### src/rtl/fdd_track_cache_ctrl.sv
// Floppy track cache controller: streams whole tracks of 512-byte blocks between
// the drive's track buffer and the SD block port, writing dirty tracks back first.
module fdd_track_cache_ctrl #(
  parameter int SECTORS    = 13,
  parameter int TRACK_BITS = 6
) (
  input  logic                  clk_sys,
  input  logic                  reset,
  input  logic [TRACK_BITS-1:0] track,
  input  logic                  disk_we,
  input  logic                  img_mounted,
  input  logic                  img_readonly,
  input  logic                  img_size_nz,
  input  logic                  sd_ack,
  output logic [31:0]           sd_lba,
  output logic                  sd_rd,
  output logic                  sd_wr,
  output logic [3:0]            track_sec,
  output logic                  cpu_wait,
  output logic                  dirty
);

  typedef enum logic [2:0] {IDLE, WR_REQ, WR_XFER, RD_REQ, RD_XFER} state_t;

  localparam logic [31:0] SEC32    = 32'(SECTORS);
  localparam logic [3:0]  LAST_SEC = 4'(SECTORS - 1);

  state_t                state, state_next;
  logic                  old_ack, ack_rise, ack_fall;
  logic                  mounted, protect, reload_pend;
  logic [TRACK_BITS-1:0] cur_track, tgt;
  logic [31:0]           lba_base;
  logic                  start_wr, start_rd, sec_next, wr_done, rd_done;

  function automatic logic [31:0] lba_of(input logic [TRACK_BITS-1:0] t);
    return 32'(t) * SEC32;
  endfunction

  assign ack_rise = sd_ack & ~old_ack;
  assign ack_fall = ~sd_ack & old_ack;
  assign sd_lba   = lba_base + {28'd0, track_sec};

  always_ff @(posedge clk_sys or posedge reset) begin
    if (reset) state <= IDLE;
    else       state <= state_next;
  end

  always_comb begin
    state_next = state;
    start_wr   = 1'b0;
    start_rd   = 1'b0;
    sec_next   = 1'b0;
    wr_done    = 1'b0;
    rd_done    = 1'b0;
    sd_rd      = 1'b0;
    sd_wr      = 1'b0;
    cpu_wait   = (state != IDLE);
    case (state)
      IDLE: begin
        if (mounted && ((track != cur_track) || reload_pend)) begin
          if (dirty && !protect && !reload_pend) begin
            state_next = WR_REQ;
            start_wr   = 1'b1;
          end else begin
            state_next = RD_REQ;
            start_rd   = 1'b1;
          end
        end
      end
      WR_REQ: begin
        sd_wr = 1'b1;
        if (ack_rise) state_next = WR_XFER;
      end
      RD_REQ: begin
        sd_rd = 1'b1;
        if (ack_rise) state_next = RD_XFER;
      end
      WR_XFER: begin
        if (ack_fall) begin
          if (track_sec < LAST_SEC) begin
            sec_next   = 1'b1;
            state_next = WR_REQ;
          end else begin
            wr_done    = 1'b1;
            state_next = RD_REQ;
          end
        end
      end
      RD_XFER: begin
        if (ack_fall) begin
          if (track_sec < LAST_SEC) begin
            sec_next   = 1'b1;
            state_next = RD_REQ;
          end else begin
            rd_done    = 1'b1;
            state_next = IDLE;
          end
        end
      end
      default: state_next = IDLE;
    endcase
  end

  // A mount always wins over the FSM's own updates so a fresh image forces a reload.
  always_ff @(posedge clk_sys or posedge reset) begin
    if (reset) begin
      old_ack     <= 1'b0;
      mounted     <= 1'b0;
      protect     <= 1'b0;
      reload_pend <= 1'b0;
      dirty       <= 1'b0;
      cur_track   <= '0;
      tgt         <= '0;
      lba_base    <= '0;
      track_sec   <= '0;
    end else begin
      old_ack <= sd_ack;

      if (img_mounted) begin
        mounted <= img_size_nz;
        protect <= img_readonly;
      end

      if (img_mounted)               reload_pend <= 1'b1;
      else if (start_wr || start_rd) reload_pend <= 1'b0;

      // Reading over a dirty buffer (protected image or new mount) discards the edits.
      if (img_mounted)                                 dirty <= 1'b0;
      else if (start_rd || wr_done)                    dirty <= 1'b0;
      else if (state == IDLE && mounted && disk_we)    dirty <= 1'b1;

      if (start_wr || start_rd) tgt <= track;

      if (start_wr)      lba_base <= lba_of(cur_track);
      else if (start_rd) lba_base <= lba_of(track);
      else if (wr_done)  lba_base <= lba_of(tgt);

      if (start_wr || start_rd || wr_done || rd_done) track_sec <= '0;
      else if (sec_next)                              track_sec <= track_sec + 4'd1;

      if (rd_done)                       cur_track <= tgt;
      else if (state == IDLE && !mounted) cur_track <= track;
    end
  end

endmodule

### config.mk
export PLATFORM = sky130hd
export DESIGN_NAME = fdd_track_cache_ctrl
export DESIGN_NICKNAME = d
export VERILOG_FILES = /design/src/rtl/fdd_track_cache_ctrl.sv
export SDC_FILE = /design/constraint.sdc
export NUM_CORES = 1
export LEC_CHECK = 0
export ABC_AREA = 1
export BUFFER_PORTS_ARGS = -buffer_cell sky130_fd_sc_hd__buf_2
export CORE_ASPECT_RATIO = 0.5
export CORE_UTILIZATION = 25
export DETAILED_ROUTE_END_ITERATION = 6
export PLACE_DENSITY = 0.5
export RECOVER_POWER = 50
export SLEW_MARGIN = 25
export SYNTH_ARGS = -nofsm -noshare
export SYNTH_HDL_FRONTEND = slang
export SYNTH_SLANG_ARGS = --single-unit
### constraint.sdc
create_clock -name clk_sys -period 2.5 [get_ports clk_sys]
set_input_delay 0 -clock clk_sys [delete_from_list [all_inputs] [get_ports clk_sys]]
set_output_delay 0 -clock clk_sys [all_outputs]
set_load 0.1 [all_outputs]
==> flow_metrics.py, run 1 <==
metrics = {
    "clock_network": {
        "root_buffer": "clkbuf_16",
        "clock_latency_ns": 0.29,
        "numCtsBuffers": 5,
        "htreeDepth": 2,
        "cts_buffer_depth": 2,
        "cts.sinks": 34,
        "tritoncts": "built",
        "clk_pin_slew_ns": 0.06,
    },
    "yosys": {
        "synthTopCellsByArea": "dfrtp_1, ha_1, nand2_1",
        "synth_top_area_share_pct": 23.3,
        "yosysTopAreaCell": "dfrtp_1",
        "syn-cell-area_um2": 3650,
        "async_flop_share_pct": 100,
        "synth-edff-count": 0,
        "syn_area_per_cell_um2": 7.38,
        "ys_seq_area_share_pct": 23.3,
        "synth_common_cells": "nand2_1, inv_1, ha_1",
        "synth_most_common_cell": "nand2_1",
        "ys_seq_elements": 34,
        "synthDistinctLibCells": 39,
        "netlist_instances": 495,
        "synthFlopType": "dfrtp_1",
        "synth.yosys.warnings": 0,
    },
    "sta": {
        "max_freq_mhz": 405,
        "tightest_slew_ns": 1.17,
        "period_needed_ns": 2.47,
        "final_hold_viol_count": 0,
        "period_share_pct": 98.7,
        "slew_headroom_pct": 22.2,
        "setup_slack_ns": 0.0328,
        "finalSetupViolCount": 0,
        "skew_ns": 0.00434,
        "rsz0062_at_grt": "yes",
        "slew_violations": 0,
        "fin_hold_ws_ns": 0.0158,
    },
    "drt": {
        "via_per_inst": 4.13,
        "via_count": 3105,
        "postRouteAntennaNets": 0,
        "routed_wl_um": 8810,
        "first_pass_iters": 5,
        "route.detailed.drc": 0,
        "wl_per_cell_um": 11.7,
        "drt-initial-drc-count": 162,
    },
    "layout": {
        "nets": 635,
        "num_antenna_cells": 0,
        "area_growth_pct": 29.2,
        "drive_gt1_share_pct": 22.1,
        "final_area_um2": 4720,
    },
    "setup_path": {
        "critPathTopFamily": "adder cells",
        "crit_chain": "ha_1, fa_1, fa_2, nand2_2, inv_2, o21ai_1, nand2_1, or2_4, nand3_2, nand3_2, nand2_1, inv_1",
        "path_buf_inv": 2,
        "worstSetupPathType": "reg2reg",
        "cp_max_fo": 3,
        "slowest_stage": "fa_1",
        "cp_data_arrival_time_ns": 2.65,
        "critPathRequiredTime_ns": 2.68,
        "start_kind": "flip-flop",
        "critPathMaxStageDelay_ns": 0.49,
        "crit_path_end_kind": "flip-flop",
    },
    "grt": {
        "grt_usage_pct": 12.5,
        "antenna_found_initial": 0,
        "first_global_vias": 2979,
        "grt_pass1_wl_um": 14700,
        "grt_max_degree": 24,
        "overflow": 0,
    },
    "placed_design": {
        "placed_area_um2": 4260,
        "hpwl_um": 7220,
        "gp_congestion": 0.823,
        "dp_slack_ns": -0.0271,
        "portBuffers": 31,
    },
    "floorplan": {
        "die_area_um2": 15100,
        "fp.dieH_um": 87.5,
        "fp-row-count": 30,
        "initial_core_util_pct": 26.3,
        "coreArea_um2": 13900,
        "die_x_um": 173,
        "ios": 53,
    },
    "worst_hold_path": {
        "min_path_type": "in2reg",
    },
    "job": {
        "max_cap_violations": 0,
    },
    "outcome": {
        "status": "finished, final reports clean",
    },
}
stage by stage:
| stage | setup TNS (ns) | cells | utilization [%] |
|---|---|---|---|
| floorplan | -0.468 | 515 | - |
| global placement | -0.0451 | 728 | 30.7 |
| detailed placement | -0.0593 | 728 | 30.7 |
| CTS | -0.00460 | 744 | 32.8 |
| global route | -0.0923 | 752 | 34.0 |
| finish | 0 | 752 | 34.0 |
final cells by class:
type	instances	area [um^2]
fillers	1485	9170
flip-flops and latches	34	867
multi-input cells	362	2600
repair buffers	60	459
clock buffers	5	125
inverters	96	360
well taps	192	240
clock inverters	3	68.8
what timing repair did:
item | CTS | global route
setup endpoints to repair | 5 | 8
endpoints found under the hold margin | 25 | 0
pin swaps | 4 | 29
buffers inserted | 0 | 8
hold buffers | 8 | 0
resized for setup | 7 | 31
worst register-to-register path, cell delays in order, from the launching register on:
cell	delay, ns
dfrtp_1	0.40
ha_1	0.31
fa_1	0.49
fa_2	0.39
nand2_2	0.09
inv_2	0.04
o21ai_1	0.11
nand2_1	0.07
or2_4	0.23
nand3_2	0.08
nand3_2	0.07
nand2_1	0.06
inv_1	0.03
sequential cells by signal, indices dropped and copies added, names as in the netlist:
name / flops
track_sec: 4
mounted: 1
lba_base: 10
reload_pend: 1
cur_track: 6
state: 3
tgt: 6
old_ack: 1
protect: 1
dirty: 1
path summary, 6_finish.rpt:
kind	from	endpoint	slack, ns	cells after the start
max in group asynchronous	reset	cur_track[4]	1.13	4
min reg2reg	lba_base[4]	lba_base[4]	0.49	2
max reg2reg	cur_track[1]	lba_base[7]	0.03	12
min in group asynchronous	reset	state[0]	0.32	3
max	cur_track[1]	lba_base[7]	0.03	12
min	img_mounted	reload_pend	0.02	3
per-layer routing:
| layer | vias to the layer above | GRT usage [%] | share of wire, % | wire [um] |
|---|---|---|---|---|
| met1 | 1374 | 17.3 | 53 | 4650 |
| met2 | 72 | 19.3 | 42 | 3680 |
| met3 | 8 | 2.84 | 4.3 | 378 |
| li1 | 1651 | - | - | - |
| met4 | 0 | 3.78 | 1.2 | 104 |
| met5 | - | 0 | 0 | 0 |
logic make-up after synthesis:
group	Yosys count	synth area share [%]
compound gates	46	7.74
other cells	1	0.103
simple gates	216	26.8
flops	34	23.3
buf+inv	119	14.6
fa+ha+maj	63	23.6
xor+xnor	16	3.83
cell usage in the layout, fill, tap and decap left out, drive strengths merged, types with 3 or more instances in the layout:
master	synthesis	layout
nand2	120	120
inv	96	95
ha	53	53
buf	23	44
nor2	41	41
dfrtp	34	34
nand3	31	31
conb	1	21
o21ai	16	16
a21oi	15	15
clkbuf	0	13
nand4	12	12
xor2	11	11
fa	10	10
dlygate4sd3	0	8
or2	7	7
o221ai	6	6
xnor2	5	5
nor3	3	3
Power of run 1 is left out: the tool's default activity adds up to more than one toggle a clock period on the data nets, which glitch-free logic cannot reach.
==> inputs of run 2 (changes only) <==
CORE_UTILIZATION = 53   (was 25)
PLACE_DENSITY = 0.85   (was 0.5)
==> run 2 against run 1 <==
  * The run now ends with negative setup slack left
  * Count of clock-buffer cells in the layout unchanged
  * Global-route usage increased by 15 points
  * Clock skew rose by 0.0021 ns
  * Via count up 24%
  * First-iteration DRC count rose to 2.9 times the previous value
  * Critical path type unchanged
  * Highest routed layer unchanged
==> flow_metrics.py, run 2 (synthesis gave the netlist of run 1 again) <==
metrics = {
    "outcome": {
        "status": "complete, but fails checks",
        "violations": "negative setup slack",
    },
    "setup_path": {
        "worstSetupPathType": "reg2reg",
        "crit_path_end_kind": "flip-flop",
        "start_kind": "flip-flop",
        "critPathRequiredTime_ns": 2.68,
        "cp_data_arrival_time_ns": 2.84,
        "cp_max_fo": 3,
    },
    "clock_network": {
        "root_buffer": "clkbuf_16",
        "clock_latency_ns": 0.29,
        "cts.sinks": 34,
        "htreeDepth": 2,
        "tritoncts": "built",
        "cts_buffer_depth": 2,
        "clk_pin_slew_ns": 0.06,
        "numCtsBuffers": 5,
    },
    "layout": {
        "multiInputGateArea_um2": 2680,
        "ff_latch_area_um2": 866,
        "reg.largest.list": "lba_base: 10 flops, cur_track: 6 flops, tgt: 6 flops",
        "mostFrequentLayoutCell": "nand2_1",
        "drive_gt1_share_pct": 23.2,
        "regMostFlops": "lba_base",
        "num_antenna_cells": 0,
        "final_util_pct": 73.2,
        "nets": 635,
        "area_growth_pct": 27.3,
        "stdcell_count": 648,
        "largest_reg_flops": 10,
        "fillers": 405,
        "final_cell_mix": "nand2_1, inv_1, ha_1",
    },
    "sta": {
        "final_hold_viol_count": 0,
        "max_freq_mhz": 376,
        "skew_ns": 0.00642,
        "finalSetupViolCount": 5,
        "finalSetupTns_ns": -0.403,
        "slew_headroom_pct": 22.7,
        "fin_hold_ws_ns": 0.0744,
        "rsz0062_at_grt": "yes",
        "period_share_pct": 106,
        "slew_violations": 0,
        "setup_slack_ns": -0.158,
        "tightest_slew_ns": 1.17,
        "period_needed_ns": 2.66,
    },
    "grt": {
        "grt_usage_pct": 27.9,
        "grt_pass1_wl_um": 15300,
        "antenna_found_initial": 0,
        "first_global_vias": 3288,
        "busiest_layer": "met2",
        "overflow": 0,
        "grt_max_degree": 22,
        "met1_usage_pct": 33.4,
        "grtUsageMet2_pct": 48.7,
        "grt.met3_usage_pct": 7.71,
    },
    "floorplan": {
        "fp-row-count": 20,
        "fp.dieH_um": 60.7,
        "coreArea_um2": 6360,
        "ios": 53,
        "initial_core_util_pct": 57.5,
        "die_area_um2": 7250,
        "die_x_um": 119,
    },
    "drt": {
        "via_per_inst": 5.92,
        "wl_per_cell_um": 17.9,
        "drt-initial-drc-count": 475,
        "postRouteAntennaNets": 0,
        "first_pass_iters": 6,
        "via_count": 3835,
        "route.detailed.drc": 0,
        "routed_wl_um": 11600,
    },
    "job": {
        "max_cap_violations": 0,
    },
    "placed_design": {
        "portBuffers": 31,
        "hpwl_um": 6800,
        "gp_congestion": 0.915,
        "dp.cells": 624,
    },
    "worst_hold_path": {
        "min_path_type": "in2reg",
    },
}
## run 2: through the flow
| step | instance area [um^2] | setup slack, ns |
|---|---|---|
| 3_5_place_dp | 4100 | -0.0347 |
| 3_3_place_gp | 4100 | -0.00989 |
| 4_1_cts | 4410 | 0.000285 |
| 5_1_grt | 4650 | -0.195 |
| 6_report | 4650 | -0.158 |
| 2_1_floorplan | 3870 | -0.265 |
## run 2: layout make-up
| cell class | count | share of cell area (%) |
|---|---|---|
| timing repair buffer | 60 | 9.42 |
| inverter | 96 | 7.75 |
| tap | 88 | 2.37 |
| clock inverter | 3 | 1.48 |
| clock buffer | 5 | 2.69 |
| sequential | 34 | 18.6 |
| multi-input combinational | 362 | 57.7 |
## run 2: path summary, 6_finish.rpt
| check | to | slack, ns | from | cells past startpoint |
|---|---|---|---|---|
| min in group asynchronous | old_ack | 0.42 | reset | 3 |
| max in group asynchronous | tgt[4] | 0.78 | reset | 4 |
| max reg2reg | lba_base[9] | -0.16 | cur_track[1] | 11 |
| max | lba_base[9] | -0.16 | cur_track[1] | 11 |
| min reg2reg | lba_base[4] | 0.52 | lba_base[4] | 2 |
| min | tgt[3] | 0.07 | track[3] | 3 |
## run 2: routing by layer
metal	routed length, um	share of wire (%)
met1	4350	38
met2	5170	45
met3	1280	11
met4	775	6.7
met5	0	0
## run 2: repair_timing
item	4_1_cts	5_1_grt
buffers inserted	0	7
gates cloned	0	0
endpoints found under the setup margin	6	8
hold buffers	9	0
endpoints found under the hold margin	24	0
pin swaps	11	35
resized for setup	8	46
## run 2: critical path: stages (launching register included)
cell,delay [ns]
dfrtp_1,0.42
ha_1,0.31
ha_1,0.30
ha_1,0.29
fa_2,0.37
buf_4,0.15
nand4_1,0.11
nand4_1,0.16
nand4_1,0.17
nand2_1,0.08
nor2_1,0.12
nor2_1,0.05
Power of run 2 is left out for the same reason.
==> inputs of run 3 (changes only) <==
--- a/constraint.sdc
+++ b/constraint.sdc
@@ -3,2 +3,2 @@
 set_output_delay 0 -clock clk_sys [all_outputs]
-set_load 0.1 [all_outputs]
+set_load 0.005 [all_outputs]
==> run 3 against run 2 <==
  * Hold slack better by 0.0058 ns
  * Die area unchanged
  * Sequential share of layout area up 0.80 points
  * Global-route usage down 1.2 points
  * Via count down 3.4%
  * Non-clock buffer count down 4
  * Setup slack better by 0.13 ns
  * The run ends with design-rule violations, negative setup slack left
  * Count of clock-buffer cells in the layout up 1
  * Core utilization down 3.8 points
  * Highest routed layer unchanged
==> flow_metrics.py, run 3 (synthesis gave the netlist of run 1 again) <==
metrics = {
    "sta": {
        "fin_hold_ws_ns": 0.0802,
        "finalSetupViolCount": 1,
        "finalSetupTns_ns": -0.0293,
        "rsz0062_at_grt": "yes",
        "skew_ns": 0.00712,
        "tightest_slew_ns": 0.884,
        "slew_headroom_pct": 41.1,
        "final_hold_viol_count": 0,
        "period_share_pct": 101,
        "slew_violations": 0,
        "setup_slack_ns": -0.0293,
        "max_freq_mhz": 395,
        "period_needed_ns": 2.53,
    },
    "clock_network": {
        "clock_latency_ns": 0.29,
        "numCtsBuffers": 5,
        "clk_pin_slew_ns": 0.06,
        "tritoncts": "built",
        "htreeDepth": 2,
        "cts_buffer_depth": 2,
        "root_buffer": "clkbuf_16",
        "cts.sinks": 34,
    },
    "pwr": {
        "p_total_mw": 6.74,
        "power_density_nw_per_um2": 1530,
        "p_sw_share_pct": 49.6,
        "p_switching_mw": 3.34,
        "internal_power_mw": 3.39,
        "p_seq_share_pct": 15.7,
        "clkPwrFrac_pct": 9.8,
        "pwr-share-comb_pct": 74.5,
        "leakage_nw": 2.43,
        "irDropWorstVdd_v": 0.000862,
    },
    "layout": {
        "final_area_um2": 4410,
        "nets": 631,
        "fillers": 448,
        "multiInputGateArea_um2": 2570,
        "mostFrequentLayoutCell": "nand2_1",
        "reg.largest.list": "lba_base: 10 flops, cur_track: 6 flops, tgt: 6 flops",
        "regMostFlops": "lba_base",
        "drive_gt1_share_pct": 20.9,
        "final_cell_mix": "nand2_1, inv_1, ha_1",
        "area_growth_pct": 20.6,
        "largest_reg_flops": 10,
        "num_antenna_cells": 0,
        "ff_latch_area_um2": 856,
    },
    "drt": {
        "via_per_inst": 5.75,
        "wl_per_cell_um": 16.0,
        "route.detailed.drc": 1,
        "first_pass_iters": 7,
        "routed_wl_um": 10300,
        "via_count": 3706,
        "postRouteAntennaNets": 0,
        "drt-initial-drc-count": 429,
    },
    "placed_design": {
        "hpwl_um": 6790,
        "placed_area_um2": 3910,
        "portBuffers": 31,
        "gp_congestion": 0.917,
    },
    "floorplan": {
        "die_area_um2": 7250,
        "die_x_um": 119,
        "ios": 53,
        "fp-row-count": 20,
        "initial_core_util_pct": 57.5,
        "fp.dieH_um": 60.7,
        "coreArea_um2": 6360,
    },
    "setup_path": {
        "cp_max_fo": 4,
        "worstSetupPathType": "reg2reg",
        "crit_path_start": "cur_track[2]",
        "slowest_stage": "dfrtp_2",
        "critPathRequiredTime_ns": 2.69,
        "crit_path_end_kind": "flip-flop",
        "crit_chain": "ha_4, fa_2, fa_2, nand2_2, inv_1, o21ai_1, nand2_1, or2_4, nand3_2, nand3_2, nand2_1, inv_1",
        "cp_data_arrival_time_ns": 2.72,
        "r2r-start": "cur_track[2]",
        "critPathMaxStageDelay_ns": 0.46,
        "start_kind": "flip-flop",
    },
    "worst_hold_path": {
        "min_path_type": "in2reg",
        "hp-start": "track[3]",
    },
    "grt": {
        "overflow": 0,
        "grt_pass1_wl_um": 14700,
        "first_global_vias": 3254,
        "grt_max_degree": 35,
        "grt_usage_pct": 26.7,
        "antenna_found_initial": 0,
    },
    "outcome": {
        "violations": "design-rule violations, negative setup slack",
        "status": "complete, but fails checks",
    },
    "job": {
        "max_cap_violations": 0,
    },
}
run 3: cell types whose count changed in the layout (fill, tap and decap cells not counted), sizes merged:
cell / delta
clkinvlp: +1
bufinv: -2
clkbuf: -3
run 3: per-stage QoR:
step | instances | util [%] | setup WS, ns
2_1_floorplan | 515 | - | 0.0116
3_3_place_gp | 623 | 61.6 | -0.00960
3_5_place_dp | 623 | 61.6 | -0.0537
4_1_cts | 641 | 66.1 | -0.00429
5_1_grt | 644 | 69.4 | -0.101
6_report | 644 | 69.4 | -0.0293
run 3: power groups by stage:
stage | clock [mW] | sequential (mW) | combinational (mW)
finish | 0.657 | 1.06 | 5.02
global route | 0.680 | 1.08 | 5.44
CTS | 0.646 | 1.02 | 4.09
detailed placement | 0 | 1.03 | 3.74
global placement | 0 | 1.01 | 3.62
floorplan | 0 | 0.976 | 2.70
run 3: timing repair:
action / 4_1_cts / 5_1_grt
setup endpoints to repair: 4 / 5
pin swaps: 9 / 26
gates resized for setup: 8 / 42
cloned: 0 / 0
setup buffers: 1 / 3
hold endpoints to repair: 38 / 0
hold buffers: 9 / 0
run 3: final cells by class:
cell class                      count  area share [%]
Inverter                           96            8.17
Multi-Input combinational cell    362            58.2
Clock buffer                        6            3.15
Sequential cell                    34            19.4
Timing Repair Buffer               56            8.23
Clock inverter                      2           0.284
Tap cell                           88            2.50
run 3: routing by layer:
layer,GRT usage [%],up-vias,part of all wire (%)
met5,0,-,0
met4,12.1,0,5.4
met3,6.20,74,9.7
met2,46.5,268,44
met1,32.7,1709,41
li1,-,1655,-
run 3: worst paths after layout:
path	cells past startpoint	slack (ns)	endpoint
min	3	0.08	tgt[3]
min reg2reg	2	0.51	lba_base[4]
max	12	-0.03	lba_base[7]
max in group asynchronous	4	1.37	cur_track[4]
min in group asynchronous	4	0.52	state[2]
max reg2reg	12	-0.03	lba_base[7]
run 3: critical path: cells and delay by family, from the launching register on:
family | cells | cell delay [ns]
flip-flops | 1 | 0.46
buffers and inverters | 2 | 0.09
adder cells (fa/ha/maj) | 3 | 1.11
AND/OR/NAND/NOR | 6 | 0.60
AO/OA/AOI/OAI | 1 | 0.16
Note: power is estimated with default switching activity, not from simulation.
